<file path="src/rtl/uart_sender_pkg.sv">
// uart_sender_pkg
//   Constants shared by the UART transmit path (and reusable by the receive side):
//   FSM state encodings, parity mode codes, the baud divisor computation and the
//   parity bit helper.
package uart_sender_pkg;

  // FSM state encodings
  localparam logic [2:0] ST_IDLE   = 3'd0;
  localparam logic [2:0] ST_START  = 3'd1;
  localparam logic [2:0] ST_DATA   = 3'd2;
  localparam logic [2:0] ST_PARITY = 3'd3;
  localparam logic [2:0] ST_STOP   = 3'd4;

  // Parity mode codes
  localparam int PARITY_NONE = 0;
  localparam int PARITY_ODD  = 1;
  localparam int PARITY_EVEN = 2;

  // Rounded clocks-per-bit; callers must keep the result >= 2.
  function automatic int calc_divisor(input int clk_freq, input int baud);
    return (clk_freq + baud / 2) / baud;
  endfunction

  // Even mode: bit makes the total count of ones even. Odd mode: makes it odd.
  function automatic logic parity_bit(input logic [7:0] data, input int mode);
    return (mode == PARITY_EVEN) ? ^data : ~^data;
  endfunction

endpackage

</file>
<file path="src/rtl/uart_baud_gen.sv">
// uart_baud_gen
//   Bit-period counter for the transmitter. Counts 0..DIVISOR-1 while enabled and
//   pulses bit_tick on the last clock of every bit period.
// Ports
//   clk       in  system clock, rising edge
//   reset     in  asynchronous, active-low reset
//   clear     in  restart the bit period at 0 (frame start from idle)
//   en        in  count enable (transmitter busy)
//   bit_tick  out high during the final clock of a bit period
module uart_baud_gen #(
  parameter int DIVISOR = 16
) (
  input  logic clk,
  input  logic reset,
  input  logic clear,
  input  logic en,
  output logic bit_tick
);

  localparam int CW = $clog2(DIVISOR);
  localparam logic [CW-1:0] LAST = CW'(DIVISOR - 1);

  logic [CW-1:0] cnt_reg;

  always_ff @(posedge clk or negedge reset) begin
    if (!reset) begin
      cnt_reg <= '0;
    end else if (clear) begin
      cnt_reg <= '0;
    end else if (en) begin
      cnt_reg <= (cnt_reg == LAST) ? '0 : cnt_reg + CW'(1);
    end
  end

  assign bit_tick = en && (cnt_reg == LAST);

endmodule

</file>
<file path="src/rtl/uart_sender.sv">
// uart_sender
//   UART transmitter: 8 data bits LSB first, optional odd/even parity, 1 or 2 stop
//   bits. A one-byte holding buffer lets a byte written mid-frame follow
//   back-to-back with no idle gap. All outputs are registered.
// Ports
//   clk         in   system clock, rising edge
//   reset       in   asynchronous, active-low reset
//   tx_data     in   byte to send, sampled only when tx_en=1
//   tx_en       in   one-cycle write strobe
//   tx          out  serial line, idle high
//   tx_status   out  1 = idle with holding buffer empty
//   tx_overrun  out  one-cycle pulse when a write is dropped (holding full)
module uart_sender
  import uart_sender_pkg::*;
#(
  parameter int CLK_FREQ  = 100_000_000,
  parameter int BAUD      = 9600,
  parameter int PARITY    = 0,
  parameter int STOP_BITS = 1
) (
  input  logic       clk,
  input  logic       reset,
  input  logic [7:0] tx_data,
  input  logic       tx_en,
  output logic       tx,
  output logic       tx_status,
  output logic       tx_overrun
);

  localparam int   DIVISOR   = calc_divisor(CLK_FREQ, BAUD);
  localparam logic STOP_LAST = 1'(STOP_BITS - 1);

  logic [2:0] state_reg, state_next;
  logic [7:0] shift_reg, shift_next;
  logic [7:0] hold_reg, hold_next;
  logic       hold_full_reg, hold_full_next;
  logic       parity_reg, parity_next;
  logic [2:0] bit_cnt_reg, bit_cnt_next;
  logic       stop_cnt_reg, stop_cnt_next;
  logic       tx_reg, tx_next;
  logic       status_reg, status_next;
  logic       overrun_reg, overrun_next;

  logic busy;
  logic bit_tick;
  logic frame_end;
  logic baud_clear;

  assign busy       = (state_reg != ST_IDLE);
  assign frame_end  = (state_reg == ST_STOP) && bit_tick && (stop_cnt_reg == STOP_LAST);
  assign baud_clear = (state_reg == ST_IDLE) && tx_en;

  uart_baud_gen #(
    .DIVISOR (DIVISOR)
  ) u_baud (
    .clk      (clk),
    .reset    (reset),
    .clear    (baud_clear),
    .en       (busy),
    .bit_tick (bit_tick)
  );

  always_comb begin
    state_next     = state_reg;
    shift_next     = shift_reg;
    hold_next      = hold_reg;
    hold_full_next = hold_full_reg;
    parity_next    = parity_reg;
    bit_cnt_next   = bit_cnt_reg;
    stop_cnt_next  = stop_cnt_reg;
    tx_next        = tx_reg;
    status_next    = status_reg;
    overrun_next   = 1'b0;

    // Mid-frame writes go to the holding buffer. The frame-end edge is handled
    // below because the buffer is being drained on that same edge.
    if (busy && tx_en && !frame_end) begin
      if (!hold_full_reg) begin
        hold_next      = tx_data;
        hold_full_next = 1'b1;
      end else begin
        overrun_next = 1'b1;
      end
    end

    case (state_reg)
      ST_IDLE: begin
        if (tx_en) begin
          state_next  = ST_START;
          shift_next  = tx_data;
          parity_next = parity_bit(tx_data, PARITY);
          tx_next     = 1'b0;
          status_next = 1'b0;
        end
      end
      ST_START: begin
        if (bit_tick) begin
          state_next   = ST_DATA;
          bit_cnt_next = 3'd0;
          tx_next      = shift_reg[0];
        end
      end
      ST_DATA: begin
        if (bit_tick) begin
          if (bit_cnt_reg == 3'd7) begin
            if (PARITY != PARITY_NONE) begin
              state_next = ST_PARITY;
              tx_next    = parity_reg;
            end else begin
              state_next    = ST_STOP;
              stop_cnt_next = 1'b0;
              tx_next       = 1'b1;
            end
          end else begin
            shift_next   = {1'b0, shift_reg[7:1]};
            tx_next      = shift_reg[1];
            bit_cnt_next = bit_cnt_reg + 3'd1;
          end
        end
      end
      ST_PARITY: begin
        if (bit_tick) begin
          state_next    = ST_STOP;
          stop_cnt_next = 1'b0;
          tx_next       = 1'b1;
        end
      end
      ST_STOP: begin
        if (bit_tick) begin
          if (stop_cnt_reg == STOP_LAST) begin
            if (hold_full_reg) begin
              // Buffered byte goes out next; a simultaneous write refills the buffer.
              state_next     = ST_START;
              shift_next     = hold_reg;
              parity_next    = parity_bit(hold_reg, PARITY);
              tx_next        = 1'b0;
              hold_next      = tx_en ? tx_data : hold_reg;
              hold_full_next = tx_en;
            end else if (tx_en) begin
              // Write on the final stop clock starts directly, status stays low.
              state_next  = ST_START;
              shift_next  = tx_data;
              parity_next = parity_bit(tx_data, PARITY);
              tx_next     = 1'b0;
            end else begin
              state_next  = ST_IDLE;
              status_next = 1'b1;
            end
          end else begin
            stop_cnt_next = 1'b1;
          end
        end
      end
      default: begin
        state_next  = ST_IDLE;
        tx_next     = 1'b1;
        status_next = 1'b1;
      end
    endcase
  end

  always_ff @(posedge clk or negedge reset) begin
    if (!reset) begin
      state_reg     <= ST_IDLE;
      shift_reg     <= '0;
      hold_reg      <= '0;
      hold_full_reg <= 1'b0;
      parity_reg    <= 1'b0;
      bit_cnt_reg   <= '0;
      stop_cnt_reg  <= 1'b0;
      tx_reg        <= 1'b1;
      status_reg    <= 1'b1;
      overrun_reg   <= 1'b0;
    end else begin
      state_reg     <= state_next;
      shift_reg     <= shift_next;
      hold_reg      <= hold_next;
      hold_full_reg <= hold_full_next;
      parity_reg    <= parity_next;
      bit_cnt_reg   <= bit_cnt_next;
      stop_cnt_reg  <= stop_cnt_next;
      tx_reg        <= tx_next;
      status_reg    <= status_next;
      overrun_reg   <= overrun_next;
    end
  end

  assign tx         = tx_reg;
  assign tx_status  = status_reg;
  assign tx_overrun = overrun_reg;

endmodule

</file>
<file path="config.mk">
export PLATFORM = sky130hd
export DESIGN_NAME = uart_sender
export DESIGN_NICKNAME = d
export VERILOG_FILES = /design/src/rtl/uart_sender_pkg.sv /design/src/rtl/uart_baud_gen.sv /design/src/rtl/uart_sender.sv
export SDC_FILE = /design/constraint.sdc
export NUM_CORES = 1
export LEC_CHECK = 0
export CORE_ASPECT_RATIO = 0.7
export CORE_MARGIN = 8
export CORE_UTILIZATION = 60
export CTS_BUF_LIST = sky130_fd_sc_hd__clkbuf_8
export CTS_CLUSTER_SIZE = 24
export DETAILED_ROUTE_END_ITERATION = 10
export GPL_TIMING_DRIVEN = 0
export PLACE_DENSITY = 0.81
export SLEW_MARGIN = 20
export SYNTH_ARGS = -nofsm -noshare
export SYNTH_HDL_FRONTEND = slang
export SYNTH_SLANG_ARGS = --single-unit
</file>
<file path="constraint.sdc">
create_clock -name clk -period 4.58 [get_ports clk]
set_input_delay 0.458 -clock clk [delete_from_list [all_inputs] [get_ports clk]]
set_output_delay 0.458 -clock clk [all_outputs]
set_load 0.03 [all_outputs]
</file>
==> impl_metrics.yaml <==
outcome:
  status: "finished, final reports clean"
final_layout:
  area.growth.synth_to_final_pct: 14.01
  largest_reg_flops: 14
  nNetsFinal: 245
  drive_above_1_share_pct: 12.12
  antennaDiodeCount: 0
  multiInputGateArea_um2: 1081
  final.fill_count: 275
  seq_area_um2: 1003
synthesis:
  synth.ff_latch_count: 40
  ys_top_cells_by_area: "dfrtp_1 44%, a22o_1 7.2%, a31oi_1 5.2%, mux2_2 4.6%, a21o_1 2.4%"
  synth_area_per_cell_um2: 10.43
  ys_seq_area_share_pct: 46.04
  synth_edf_count: 0
  yosysWarnings: 0
  synth_top_cell_area_share_pct: 43.63
  synthCells: 209
  synthFlopType: "dfrtp_1"
  synthArstFlopShare_pct: 100.0
  synth.cell_area_um2: 2180
  synthesis.nets: 224
  synth_top_area_cell: "dfrtp_1"
  synth.lib_cells_used.distinct: 51
clock_tree:
  post_cts_resized: 0
  cts_tree: "yes"
  cts.sink_count: 40
  ctsHoldBuffers: 0
  cts.reportedPaths.clkPinSlew_ps: 80
  cts_inserted_buffers: 5
  clk_path_buf_depth: 2
  clkLatencyLatePin_ps: 300
  clk_root_buffer_cell: "clkbuf_8"
  cts-htree-levels: 2
  postCtsSetupRepairBufs: 0
sta:
  timing.final.ws_setup_ps: 1662
  fmaxAchievable_mhz: 342.7
  timing.final.crit_share_pct: 63.72
  layout_min_cycle_time_ps: 2918
  slew_viol_final: 0
  fin_tns_setup_ps: 0
  worst_clock_skew_ps: 8.226
  setup_viol: 0
  tightestPinTransition_ps: 1041
  max_slew_margin_pct: 30.42
  hold_viol_final: 0
  rsz0062_at_grt: "no"
setup_path:
  critical_path_s_slowest_cell: "mux2i_1"
  cpLargestDelayFamily: "multiplexers"
  worst_setup_path_start_kind: "flop"
  critPathBufInv: 0
  crit_path_max_fanout: 8
  slowest_delay_ps: 860
  arrival_ps: 3100
  critical_path_class: "flop to flop"
  endpoint_kind: "flop"
  critical_path_required_ps: 4760
  timing.critical_path.cells: "or4_4, nor4_4, mux2i_1, mux2_2"
route:
  route.antenna.remaining_nets: 0
  detail_route.first_pass.iterations: 5
  drc: 0
  dr_total_vias: 1827
  viasPerCell: 6.502
  drt_wl_total_um: 4991
  detail_route.iter0.violations: 174
  routed_wire_length_per_instance_um: 17.76
die:
  die_area_um2: 5848
  initial_core_util_pct: 62.04
  io_pins: 14
  rows: 18
  fp.dieW_um: 88.04
  floorplan.core_area_um2: 3513
  die_h_um: 66.43
power_and_ir_drop:
  power.static_leakage_nw: 1.111
  power.density_nw_per_um2: 373.8
  ir_worst_vdd_mv: 0.2523
place:
  pre_cts_ws_ps: 1726
  io_buffers: 13
  post_detailed_placement_half_perimeter_wirelength_um: 3572
  gpl.final_weighted_congestion: 0.8772
global_route:
  pin_count_of_the_biggest_net_entering_global_routing: 25
  grt_pass1_vias: 1737
  grt_pass1_wl_um: 8445
  grt_overflow: 0
  grtUsageTotal_pct: 18.76
  initial_antenna_violation_count: 0
run:
  timing.max_cap.violations: 0
min_path:
  hold_class: "input port to asynchronous set/reset pin"
## layer usage
metal  vias to the layer above  GRT usage (%)  part of all wire (%)
met2                        74          27.13                    46
met4                         0          7.757                   1.4
met3                         9          4.218                   6.9
met5                         -              0                     0
met1                       893          26.31                    46
li1                        851              -                     -
## through the flow
stage	area [µm²]	cells	total power [mW]	hold slack [ps]	util [%]
4_1_cts	2485	281	0.9303	94.24	70.73
2_1_floorplan	2180	209	0.6246	162.4	-
5_1_grt	2485	281	0.9835	106.4	70.73
3_5_place_dp	2395	273	0.6946	412.9	68.16
6_report	2485	281	0.9288	81.66	70.73
3_3_place_gp	2372	272	0.6736	475.1	67.52
## cell usage in the layout, fill, tap and decap left out, types with 6 or more instances in the layout
| master | instances |
|---|---|
| clkdlybuf4s50_1 | 12 |
| a21o_1 | 7 |
| a22o_1 | 18 |
| inv_1 | 10 |
| nand2_1 | 7 |
| clkbuf_8 | 6 |
| clkbuf_1 | 11 |
| a31oi_1 | 18 |
| mux2_2 | 9 |
| o21ai_0 | 10 |
| dfrtp_1 | 38 |
| nand3_1 | 6 |
## cell families after synthesis
kind of cell             count (synthesis)  synth area share [%]
AND/OR/NAND/NOR                         55                 16.25
flip-flops                              40                 46.04
AO/OA/AOI/OAI                           75                 25.14
XOR/XNOR                                 2                0.8038
adder cells (fa/ha/maj)                  4                 2.296
buffers and inverters                   23                 4.363
multiplexers                            10                 5.109
## power breakdown
group / switching (mW) / internal [mW] / leakage [nW]
logic: 0.0945 / 0.0999 / 0.555
registers: 0.0683 / 0.428 / 0.503
clock network: 0.119 / 0.118 / 0.0538
## final timing paths
| check | from | to | slack, ps | cells past startpoint |
|---|---|---|---|---|
| worst min register to register | u_baud.cnt_reg[13] | u_baud.cnt_reg[13] | 490 | 1 |
| min in group clk | u_baud.cnt_reg[13] | u_baud.cnt_reg[13] | 490 | 1 |
| worst min-delay path | reset | u_baud.cnt_reg[0] | 80 | 1 |
| worst max-delay path | u_baud.cnt_reg[10] | hold_reg[3] | 1660 | 4 |
| worst max register to register | u_baud.cnt_reg[10] | hold_reg[3] | 1660 | 4 |
| max in group asynchronous | reset | hold_reg[1] | 4040 | 2 |
## cells in the mapped netlist, types with 6 or more instances
| cell | n |
|---|---|
| dfrtp_1 | 38 |
| a22o_1 | 18 |
| a31oi_1 | 18 |
| clkbuf_1 | 11 |
| o21ai_0 | 10 |
| mux2_2 | 9 |
| inv_1 | 8 |
| a21o_1 | 7 |
| nand2_1 | 7 |
| nand3_1 | 6 |
## final cells by class
cell class	instances	share of cell area [%]
multi-input cells	146	43.50
flip-flops and latches	40	40.38
repair buffers	14	6.143
clock buffers	6	3.323
plain buffers	15	2.618
well taps	50	2.518
inverters	8	1.208
clock inverters	2	0.3021
(Power assumes the default switching activity.)
